`config.mk`:
```
export PLATFORM = sky130hd
export DESIGN_NAME = reg_file_cfg
export DESIGN_NICKNAME = d
export VERILOG_FILES = /design/src/rtl/reg_file_pkg.sv /design/src/rtl/reg_file_cfg.sv
export SDC_FILE = /design/constraint.sdc
export NUM_CORES = 1
export LEC_CHECK = 0
export ABC_CLOCK_PERIOD_IN_PS = 6600
export CAP_MARGIN = 40
export CORE_MARGIN = 5
export CORE_UTILIZATION = 49
export DETAILED_ROUTE_END_ITERATION = 12
export GPL_TIMING_DRIVEN = 0
export PLACE_DENSITY = 0.69
export SLEW_MARGIN = 40
export SYNTH_ARGS = -nofsm -noshare
export SYNTH_HDL_FRONTEND = slang
export SYNTH_SLANG_ARGS = --single-unit
```
`constraint.sdc`:
```
create_clock -name CLK -period 6.6 [get_ports CLK]
set_input_delay 1.32 -clock CLK [delete_from_list [all_inputs] [get_ports CLK]]
set_output_delay 1.32 -clock CLK [all_outputs]
set_load 0.01 [all_outputs]
```
`src/rtl/reg_file_pkg.sv`:
```
// rtl/reg_file_pkg.sv - shared constants and types for the configuration register file
package reg_file_pkg;

    // Default geometry of the register file
    localparam int DEF_WIDTH  = 8;
    localparam int DEF_DEPTH  = 16;
    localparam int DEF_ADDR_W = 4;

    // Indices of the directly exported configuration registers
    localparam int REG_ALU_A    = 0;
    localparam int REG_ALU_B    = 1;
    localparam int REG_UART_CFG = 2;
    localparam int REG_DIV      = 3;

    // UART cfg: parity enabled, even parity, prescale 32
    localparam logic [7:0] DEF_REG2_RST = 8'h81;
    // Clock divider ratio 32
    localparam logic [7:0] DEF_REG3_RST = 8'h20;

    // Outcome of the access presented in the current cycle
    typedef enum logic [1:0] {
        ACC_IDLE,
        ACC_WRITE,
        ACC_READ,
        ACC_ERR
    } accKind_t;

endpackage

```
`src/rtl/reg_file_cfg.sv`:
```
// rtl/reg_file_cfg.sv - parametrised single-port register file with registered read and access-error strobe
module reg_file_cfg
    import reg_file_pkg::*;
#(
    parameter int               WIDTH    = DEF_WIDTH,
    parameter int               DEPTH    = DEF_DEPTH,
    parameter int               ADDR_W   = DEF_ADDR_W,
    parameter logic [WIDTH-1:0] REG2_RST = DEF_REG2_RST,
    parameter logic [WIDTH-1:0] REG3_RST = DEF_REG3_RST
) (
    input  logic              CLK,
    input  logic              RST,
    input  logic [ADDR_W-1:0] Address,
    input  logic              WrEn,
    input  logic              RdEn,
    input  logic [WIDTH-1:0]  WrData,
    output logic [WIDTH-1:0]  RdData,
    output logic              RdData_Valid,
    output logic              Acc_Err,
    output logic [WIDTH-1:0]  REG0,
    output logic [WIDTH-1:0]  REG1,
    output logic [WIDTH-1:0]  REG2,
    output logic [WIDTH-1:0]  REG3
);

    // The four configuration registers must exist and every entry must be addressable
    generate
        if (DEPTH < 4 || DEPTH > (2 ** ADDR_W)) begin : gBadDepth
            $error("reg_file_cfg: DEPTH must be in 4..2**ADDR_W");
        end
    endgenerate

    // One extra bit so that DEPTH == 2**ADDR_W is representable
    localparam logic [ADDR_W:0] DEPTH_LIM = (ADDR_W + 1)'(DEPTH);

    logic [WIDTH-1:0] mem [DEPTH];
    logic             addrOk;
    accKind_t         accKind;

    assign addrOk = ({1'b0, Address} < DEPTH_LIM);

    // Classify the request: simultaneous enables or out-of-range address are rejected
    always_comb begin
        accKind = ACC_IDLE;
        if (WrEn && RdEn) begin
            accKind = ACC_ERR;
        end else if (WrEn || RdEn) begin
            if (!addrOk) begin
                accKind = ACC_ERR;
            end else if (WrEn) begin
                accKind = ACC_WRITE;
            end else begin
                accKind = ACC_READ;
            end
        end
    end

    // Storage array; UART cfg and divider come out of reset with usable defaults
    always_ff @(posedge CLK or posedge RST) begin
        if (RST) begin
            for (int i = 0; i < DEPTH; i++) begin
                if (i == REG_UART_CFG) begin
                    mem[i] <= REG2_RST;
                end else if (i == REG_DIV) begin
                    mem[i] <= REG3_RST;
                end else begin
                    mem[i] <= '0;
                end
            end
        end else if (accKind == ACC_WRITE) begin
            mem[Address] <= WrData;
        end
    end

    // Registered read data plus single-cycle valid and error strobes
    always_ff @(posedge CLK or posedge RST) begin
        if (RST) begin
            RdData       <= '0;
            RdData_Valid <= 1'b0;
            Acc_Err      <= 1'b0;
        end else begin
            RdData_Valid <= (accKind == ACC_READ);
            Acc_Err      <= (accKind == ACC_ERR);
            if (accKind == ACC_READ) begin
                RdData <= mem[Address];
            end
        end
    end

    assign REG0 = mem[REG_ALU_A];
    assign REG1 = mem[REG_ALU_B];
    assign REG2 = mem[REG_UART_CFG];
    assign REG3 = mem[REG_DIV];

endmodule

```
==> results of run 1 <==
power by group:
part	total [µW]	internal, µW	leakage [µW]	switching [µW]
sequential	1100	1010	0.00175	88.8
clock	854	532	0.000255	323
combinational	509	322	0.00160	187
kinds of logic after synthesis:
kind of cell           Yosys count  synth area share (%)
AND/OR/NAND/NOR                 46                  4.68
flip-flops                     138                  52.4
buffers and inverters           63                  6.39
AO/OA/AOI/OAI                   22                  2.84
multiplexers                   182                  33.7
per-layer routing:
layer / up-vias / track usage [%] / part of all wire (%)
met5: - / 0 / 0.045
met4: 2 / 8.01 / 2.1
met3: 24 / 5.55 / 4.9
met2: 94 / 33.0 / 49
met1: 2107 / 26.6 / 44
li1: 1781 / - / -
registers in the layout (all words and copies together), names as in the netlist:
signal / count
Acc_Err: 1
REG0: 8
REG1: 8
REG2: 8
REG3: 8
RdData: 8
RdData_Valid: 1
mem: 96
per-stage QoR:
step	util (%)	hold WS [ns]	power [µW]	instance area (µm²)	instances
5_1_grt	59.9	0.511	2570	7930	713
3_3_place_gp	55.6	0.467	1600	7370	682
6_report	59.9	0.487	2460	7930	713
4_1_cts	59.9	0.493	2490	7930	713
3_5_place_dp	55.9	0.481	1630	7400	683
2_1_floorplan	-	0.456	1430	6600	451
cells in the final DEF, fill, tap and decap left out, types with 7 or more instances in the layout:
master           count
clkbuf_16           17
nand2_2             10
clkbuf_1            18
dfrtp_1            135
nor2_1               9
mux4_2              14
mux2_2             125
o32a_1               8
buf_4               36
clkdlybuf4s50_1     55
buf_2               10
mux2i_1             36
and2_1               7
o221ai_1             8
worst max-delay path by stage:
stage / from / end / slack [ns]
after floorplan: RST / Acc_Err / 1.59
after global routing: Address[0] / mem[2] / 3.39
after global placement: RST / mem[12] / -0.16
after detailed placement: Address[0] / mem[2] / 3.03
final: Address[0] / mem[2] / 3.45
after CTS: Address[0] / mem[2] / 3.46
final cells by class:
cell class / instances / area [µm²] / area share (%)
sequential: 138 / 3460 / 43.6
multi-input combinational: 250 / 2720 / 34.3
timing repair buffer: 56 / 578 / 7.29
clock buffer: 27 / 483 / 6.09
buffer: 62 / 418 / 5.27
tap: 176 / 220 / 2.78
clock inverter: 3 / 40.0 / 0.505
inverter: 1 / 11.3 / 0.142
==> key figures, run 1 <==
Timing
  – Setup ws final: 3.45 ns
  – Final Hold Fails: 0
  – Setup violators final: 0
  – RSZ-0062 raised after global routing: false
  – Worst-Margin Slew: 0.716 ns
  – Fin crit period: 3.15 ns
  – Period utilisation layout: 47.8%
  – Clock skew: approximately 0.011 ns
  – F_max: 317 MHz
  – Relative slew slack: 52.2%
  – Final max-slew violation count: 0
  – Setup total negative slack: 0 ns

Worst hold path
  – Min-delay src: mem[20]
  – WHS Path Cells: 1
  – Hold EP: mem[20]
  – Worst hold path class: reg -> reg

Synthesis
  – Register bit total from synthesis: 138
  – Most common cell in the netlist: dfrtp_1
  – Yosys warns: 0
  – Syn avg cell area: 14.6 µm²
  – Syn nets: between 400 and 500
  – Top cells by area, synth: dfrtp_1, mux2_2, mux2i_1
  – Yosys cell types: 30
  – Leading cell types by count after synthesis: dfrtp_1, mux2_2, buf_4, mux2i_1, mux4_2
  – Netlist Area Pre-Place: 6600 µm²
  – Post-Syn Instances: 451
  – Main synth FF type: dfrtp_1
  – Post-synth ARST share: 100%
  – Top cell type's share of synthesized area: between 50 and 60%
  – Number of flops mapped to enable cells by yosys: 0
  – Post-synth top area cell: dfrtp_1
  – Seq/Total Area, Yosys: between 50% and 60%

Final layout
  – Final nets: 542
  – Filler instances: 1062
  – Synthesis-to-finish area growth: 20.1%
  – Proportion of layout cells with a drive suffix above 1: 43.9%
  – ANT cells: 0

Floorplanning
  – Initial Utilization: 49.8%
  – DIE AREA: about 16000 µm²
  – Row cnt: 42
  – Die H: approximately 130 µm
  – Die X-Extent: around 130 µm
  – Core area: 13200 µm²
  – IO Pins: between 50 and 60

Status
  – Status: completed

Route
  – Drt wl/cell: 21.8 µm
  – Post-DRT Antenna Nets: 0
  – Iteration-0 DRC Markers: 249
  – DRC: 0
  – Vias per std cell: 5.62
  – Via total after detailed routing: 4008
  – Final WL: about 16 mm
  – TritonRoute pass-1 iters: 4

Clocking
  – CTS root buf: clkbuf_16
  – Clock latency at the later pin of the worst-skew pair: 0.42 ns
  – Post-CTS Setup Bufs: 0
  – CTS Sinks: between 100 and 150
  – Clock-pin slew on the worst setup and hold paths: 0.05 ns
  – Clock buffer depth: 2
  – # hold bufs at CTS: 0
  – CTS tree: yes
  – Inserted Clock Buffers: 17
  – Post-CTS Resized: 0
  – H-tree depth: 4

Critical path
  – CP Cell Sequence: clkdlybuf4s50_1 -> buf_6 -> nand4b_1 -> nor2_2 -> mux2_2
  – Crit path arrival time: 3.46 ns
  – CP max-delay cell: nor2_2
  – R2r startpoint: REG3[4]
  – Startpoint Class: input port
  – FF-to-FF End: RdData[4]
  – CP Buf/Inv Count: 2
  – R2R cell count: 4
  – Stages on the worst setup path: 5
  – Crit. End Element: flip-flop
  – Critical Path RT: 6.91 ns
  – Max stage delay on crit path: 0.65 ns
  – R2R setup slack: 4.97 ns
  – CP top delay family: simple AND/OR/NAND/NOR gates
  – Worst setup path class: in -> reg
  – Worst-path fanout max: 10

Flow run
  – Max-cap violations: 0

Global routing
  – First-pass GRT wire length: 24.3 mm
  – Total congestion overflow: 0
  – Largest net degree at the start of global routing: 84
  – GR Util All Layers: 20.5%
  – Initial antenna violation count: 1
  – Vias in the first global route: between 4000 and 5000

Placement
  – RePlAce Congestion: around 0.80
  – Final HPWL DP: 10.4 mm
  – DP Worst Slack: 3.03 ns
  – Port bufs: 55

Power
  – Pwr/cell area: just over 300 nW/µm²
  – Peak supply drop: 0.176 mV
  – P_leak: roughly 0.0036 µW
(Power assumes the default switching activity.)
==> run 2: changes to the inputs <==
--- a/config.mk
+++ b/config.mk
@@ -5,13 +5,13 @@
 export SDC_FILE = /design/constraint.sdc
 export NUM_CORES = 1
 export LEC_CHECK = 0
-export ABC_CLOCK_PERIOD_IN_PS = 6600
+export ABC_CLOCK_PERIOD_IN_PS = 2800
 export CAP_MARGIN = 40
 export CORE_MARGIN = 5
 export CORE_UTILIZATION = 49
 export DETAILED_ROUTE_END_ITERATION = 12
 export GPL_TIMING_DRIVEN = 0
-export PLACE_DENSITY = 0.69
+export PLACE_DENSITY = 0.72
 export SLEW_MARGIN = 40
 export SYNTH_ARGS = -nofsm -noshare
 export SYNTH_HDL_FRONTEND = slang
==> constraint.sdc (replaced) <==
create_clock -name CLK -period 2.8 [get_ports CLK]
set_input_delay 0.56 -clock CLK [delete_from_list [all_inputs] [get_ports CLK]]
set_output_delay 0.56 -clock CLK [all_outputs]
set_load 0.01 [all_outputs]
==> run 2 against run 1 <==
Against the previous run:
- via count is 0.77% higher
- total power increased by 140%
- hold slack got worse by 0.0015 ns
- register-to-register slack got worse by 3.8 ns
- setup slack lost 3.0 ns
- final cell count increased by 0.70%
- non-clock buffer count grew 5
- die area unchanged
- sequential cell count did not move
- wire length down 0.55%
- critical endpoint is now mem[0]
- largest power group unchanged
==> key figures, run 2 (synthesized netlist as in run 1, its figures left out) <==
Final layout
  – ANT cells: 0
  – Area of the multi-input gates: 2720 µm²
  – Post-layout util: 60.8%
  – FF+latch area: ~3500 µm²
  – Proportion of layout cells with a drive suffix above 1: 44.8%
  – Final nets: 547
  – Filler instances: 1061
  – Commonest non-fill, non-tap cells in the layout: dfrtp_1, mux2_2, clkdlybuf4s50_1, buf_4, mux2i_1
  – Most common cell after layout, fill and taps aside: dfrtp_1
  – Fin area: 8060 µm²
  – Largest Register: mem
  – Synthesis-to-finish area growth: 22.1%
  – Max reg flops: 96

Global routing
  – Largest net degree at the start of global routing: 28
  – Vias in the first global route: 4341
  – Initial antenna violation count: 1
  – GR Util All Layers: between 20% and 30%
  – Total congestion overflow: 0
  – First-pass GRT wire length: about 25 mm

Route
  – DRC: 0
  – TritonRoute pass-1 iters: 4
  – Via total after detailed routing: 4039
  – Vias per std cell: 5.63
  – Drt wl/cell: 21.5 µm
  – Iteration-0 DRC Markers: between 200 and 300
  – Final WL: 15.4 mm
  – Post-DRT Antenna Nets: 0

Timing
  – Setup violators final: 0
  – Worst-Margin Slew: 0.622 ns
  – Setup ws final: 0.457 ns
  – Final hold slack: 0.486 ns
  – Period utilisation layout: 83.7%
  – Final max-slew violation count: 0
  – Relative slew slack: 58.5%
  – Final Hold Fails: 0
  – RSZ-0062 raised after global routing: false
  – Clock skew: 0.00222 ns
  – Setup total negative slack: 0 ns
  – F_max: 427 MHz
  – Fin crit period: 2.34 ns

Flow run
  – Max-cap violations: 0

Floorplanning
  – IO Pins: 58
  – Row cnt: 42
  – DIE AREA: about 16000 µm²
  – Die X-Extent: about 130 µm
  – Initial Utilization: 49.8%
  – Die H: approximately 130 µm
  – Core area: 13200 µm²

Placement
  – Port bufs: 55
  – DP Worst Slack: 0.0252 ns
  – Final HPWL DP: 10.6 mm
  – RePlAce Congestion: approximately 0.8
  – DP Area: 7530 µm²

Clocking
  – Clock latency at the later pin of the worst-skew pair: 0.42 ns
  – Post-CTS Setup Bufs: 0
  – Post-CTS Resized: 0
  – Clock buffer depth: 2
  – Clock-pin slew on the worst setup and hold paths: 0.05 ns
  – # hold bufs at CTS: 0
  – CTS root buf: clkbuf_16
  – CTS tree: yes
  – H-tree depth: 4
  – CTS Sinks: 138
  – Inserted Clock Buffers: 17

Critical path
  – CP Cell Sequence: clkdlybuf4s50_1 -> buf_6 -> nand4b_1 -> nor2_2 -> mux2_2
  – Crit. End Element: flip-flop
  – CP max-delay cell: clkdlybuf4s50_1
  – CP top delay family: buffers and inverters
  – Critical Path RT: slightly above 3 ns
  – Worst-path fanout max: 10
  – CP Buf/Inv Count: 2
  – Max stage delay on crit path: 0.60 ns
  – Worst setup path class: in -> reg
  – Startpoint Class: input port
  – Crit path arrival time: 2.64 ns

Power
  – Pwr/cell area: 720 nW/µm²
  – P_leak: 0.00366 µW
  – Peak supply drop: ~0.39 mV

Worst hold path
  – Worst hold path class: reg -> reg

Status
  – Status: completed
[run 2: changes by cell type in the layout (fill, tap and decap cells not counted)]
cell	delta
buf_16	+4
clkinvlp_4	+1
clkbuf_8	+3
inv_8	-1
clkbuf_1	-2
bufinv_16	-1
buf_12	+1
[run 2: worst paths after layout]
check,from,end,slack [ns],cells after the start
min in group asynchronous,RST,REG1[3],0.50,2
max,Address[0],mem[0],0.46,5
min,mem[22],mem[22],0.49,1
min reg2reg,mem[22],mem[22],0.49,1
max reg2reg,REG3[4],RdData[4],1.18,4
max in group asynchronous,RST,mem[4],1.14,7
[run 2: per-stage QoR]
stage                     power (µW)  cells
final                           5800    718
after CTS                       5850    718
after global placement          3770    682
after global routing            6060    718
after floorplan                 3380    451
after detailed placement        3860    688
[run 2: final cells by class]
| cell class | count | area share, % |
|---|---|---|
| buffer | 62 | 5.19 |
| inverter | 1 | 0.0932 |
| multi-input combinational | 250 | 33.7 |
| sequential | 138 | 42.9 |
| clock buffer | 28 | 6.41 |
| tap | 176 | 2.73 |
| timing repair buffer | 61 | 8.79 |
| clock inverter | 2 | 0.124 |
[run 2: report_power, final]
part / internal, µW / switching (µW) / leakage, µW
Combinational: 778 / 444 / 0.00165
Clock: 1240 / 745 / 0.000260
Sequential: 2380 / 212 / 0.00175
Total: 4400 / 1400 / 0.00366
[run 2: per-layer routing]
layer	share of wire [%]	GRT usage (%)	wire, µm	vias up
met4	2.2	8.33	337	2
li1	-	-	-	1786
met5	0.071	0	11	-
met1	42	27.0	6420	2089
met2	49	32.8	7640	130
met3	6.7	5.50	1040	32
==> run 3: changes to the inputs <==
--- a/config.mk
+++ b/config.mk
@@ -5,13 +5,13 @@
 export SDC_FILE = /design/constraint.sdc
 export NUM_CORES = 1
 export LEC_CHECK = 0
-export ABC_CLOCK_PERIOD_IN_PS = 2800
+export ABC_CLOCK_PERIOD_IN_PS = 2300
 export CAP_MARGIN = 40
 export CORE_MARGIN = 5
 export CORE_UTILIZATION = 49
 export DETAILED_ROUTE_END_ITERATION = 12
 export GPL_TIMING_DRIVEN = 0
-export PLACE_DENSITY = 0.72
+export PLACE_DENSITY = 0.69
 export SLEW_MARGIN = 40
 export SYNTH_ARGS = -nofsm -noshare
 export SYNTH_HDL_FRONTEND = slang
==> constraint.sdc (replaced) <==
create_clock -name CLK -period 2.3 [get_ports CLK]
set_input_delay 0.46 -clock CLK [delete_from_list [all_inputs] [get_ports CLK]]
set_output_delay 0.46 -clock CLK [all_outputs]
set_load 0.01 [all_outputs]
==> run 3 against run 2 <==
Against the previous run:
- total power increased by 30%
- utilization grew 0.91 points
- via count up 0.84%
- non-clock buffer count unchanged
- clock-buffer cell count decreased by 3
- critical path depth grew 2
- die area stayed put
- critical path type unchanged
- largest power group unchanged
==> key figures, run 3 (synthesized netlist as in run 1, its figures left out) <==
Power
  – Net Sw Power: 1760 µW
  – Peak supply drop: 0.653 mV
  – Combinational group share of total power: 19.7%
  – Share of power burned in registers: 41.7%
  – Pint: 5800 µW
  – Sw frac: 23.3%
  – Clock share of power: 38.6%
  – Post-layout power: 7560 µW
  – P_leak: 0.00372 µW
  – Pwr/cell area: 925 nW/µm²

Status
  – Status: completed

Flow run
  – Max-cap violations: 0

Floorplanning
  – DIE AREA: 15900 µm²
  – Row cnt: 42
  – Core area: between 10000 and 15000 µm²
  – Initial Utilization: between 40% and 50%
  – Die X-Extent: 126 µm
  – IO Pins: just under 60
  – Die H: 126 µm

Final layout
  – Commonest non-fill, non-tap cells in the layout: dfrtp_1, mux2_2, clkdlybuf4s50_1, mux2i_1, buf_4
  – Most common cell after layout, fill and taps aside: dfrtp_1
  – Filler instances: between 1000 and 1500
  – Synthesis-to-finish area growth: 23.9%
  – Largest Register: mem
  – Final nets: ~550
  – Max reg flops: 96
  – ANT cells: 0
  – Proportion of layout cells with a drive suffix above 1: 45.6%

Route
  – Vias per std cell: ~5.7
  – Post-DRT Antenna Nets: 0
  – Drt wl/cell: 21.8 µm
  – Final WL: 15.7 mm
  – TritonRoute pass-1 iters: 4
  – DRC: 0
  – Iteration-0 DRC Markers: 246
  – Via total after detailed routing: 4073

Clocking
  – Clock latency at the later pin of the worst-skew pair: 0.41 ns
  – Clock buffer depth: 2
  – CTS Sinks: 138
  – H-tree depth: 4
  – CTS root buf: clkbuf_16
  – CTS tree: yes
  – Clock-pin slew on the worst setup and hold paths: 0.06 ns
  – Inserted Clock Buffers: 17

Critical path
  – Crit path arrival time: 2.50 ns
  – Critical Path RT: 2.60 ns
  – CP max-delay cell: clkdlybuf4s50_1
  – Crit. End Element: flip-flop
  – Startpoint Class: input port
  – Worst setup path class: in -> reg
  – Max stage delay on crit path: 0.59 ns
  – Worst-path fanout max: 10
  – CP most frequent cell: buf_6
  – CP Cell Sequence: clkdlybuf4s50_1 -> buf_6 -> buf_6 -> mux4_2 -> mux2i_1 -> nor2_1 -> o32a_1
  – R2R setup slack: between 0.6 and 0.7 ns

Global routing
  – GR Util All Layers: 20.8%
  – Largest net degree at the start of global routing: 27
  – Initial antenna violation count: 1
  – First-pass GRT wire length: 24.9 mm
  – Total congestion overflow: 0
  – Vias in the first global route: 4309

Timing
  – F_max: approximately 450 MHz
  – Relative slew slack: 63.6%
  – Period utilisation layout: 96.0%
  – RSZ-0062 raised after global routing: false
  – Worst-Margin Slew: 0.545 ns
  – Final Hold Fails: 0
  – Fin crit period: roughly 2.2 ns
  – Setup violators final: 0
  – Final hold slack: 0.401 ns
  – Final max-slew violation count: 0
  – Clock skew: 0.00672 ns

Placement
  – Port bufs: 55
  – Final HPWL DP: 10.6 mm
  – RePlAce Congestion: 0.788

Worst hold path
  – Worst hold path class: in -> async
-- run 3: changes by cell type in the layout (fill, tap and decap cells not counted), sizes merged --
cell / delta
bufinv: +4
clkbuf: -3
clkinv: +1
-- run 3: layer usage --
metal | global-route usage [%] | share of wire, % | vias up
met5 | 0 | 0.045 | -
met4 | 7.63 | 1.9 | 2
met3 | 5.42 | 4.5 | 24
met2 | 32.9 | 50 | 98
met1 | 28.0 | 44 | 2160
li1 | - | - | 1789
-- run 3: final timing paths --
kind,startpoint,to,cells after the start
setup reg to reg,REG3[4],RdData[4],4
min in group CLK,mem[23],mem[23],1
hold reg to reg,mem[23],mem[23],1
setup / recovery,Address[1],RdData[4],7
hold / removal,RST,REG3[1],2
max in group asynchronous,RST,mem[4],6
-- run 3: power groups by stage --
stage          sequential, µW  clock [µW]  combinational, µW
2_1_floorplan            3120           0                989
3_3_place_gp             3160           0               1430
3_5_place_dp             3190           0               1500
4_1_cts                  3150        2970               1510
5_1_grt                  3210        3070               1610
6_report                 3160        2920               1490
-- run 3: repair_timing --
| item | CTS | global route |
|---|---|---|
| setup endpoints to repair | 0 | 13 |
| hold buffers | 0 | 0 |
| setup buffers | 0 | 0 |
| resized for setup | 0 | 3 |
-- run 3: metrics by stage --
stage	cell area, µm²	worst slack, ns	instances	utilization [%]	setup TNS, ns
global placement	7370	-1.04	682	55.7	-162.23
finish	8180	0.0924	720	61.7	0
global route	8180	0.0330	720	61.7	0
CTS	8160	0.0339	720	61.6	0
floorplan	6600	0.121	451	-	0
detailed placement	7520	-0.397	688	56.8	-21.51
-- run 3: worst max-delay path: cells and delay by family --
family                 cells  cell delay, ns
AO/OA/AOI/OAI              1            0.35
buffers and inverters      3            1.04
AND/OR/NAND/NOR            1            0.10
multiplexers               2            0.56
-- run 3: layout make-up --
class / instances / area (µm²) / area share (%)
flip-flops and latches: 138 / 3460 / 42.3
repair buffers: 61 / 701 / 8.57
inverters: 1 / 7.51 / 0.0918
plain buffers: 62 / 422 / 5.16
clock inverters: 7 / 135 / 1.65
multi-input cells: 250 / 2730 / 33.4
clock buffers: 25 / 505 / 6.18
well taps: 176 / 220 / 2.69
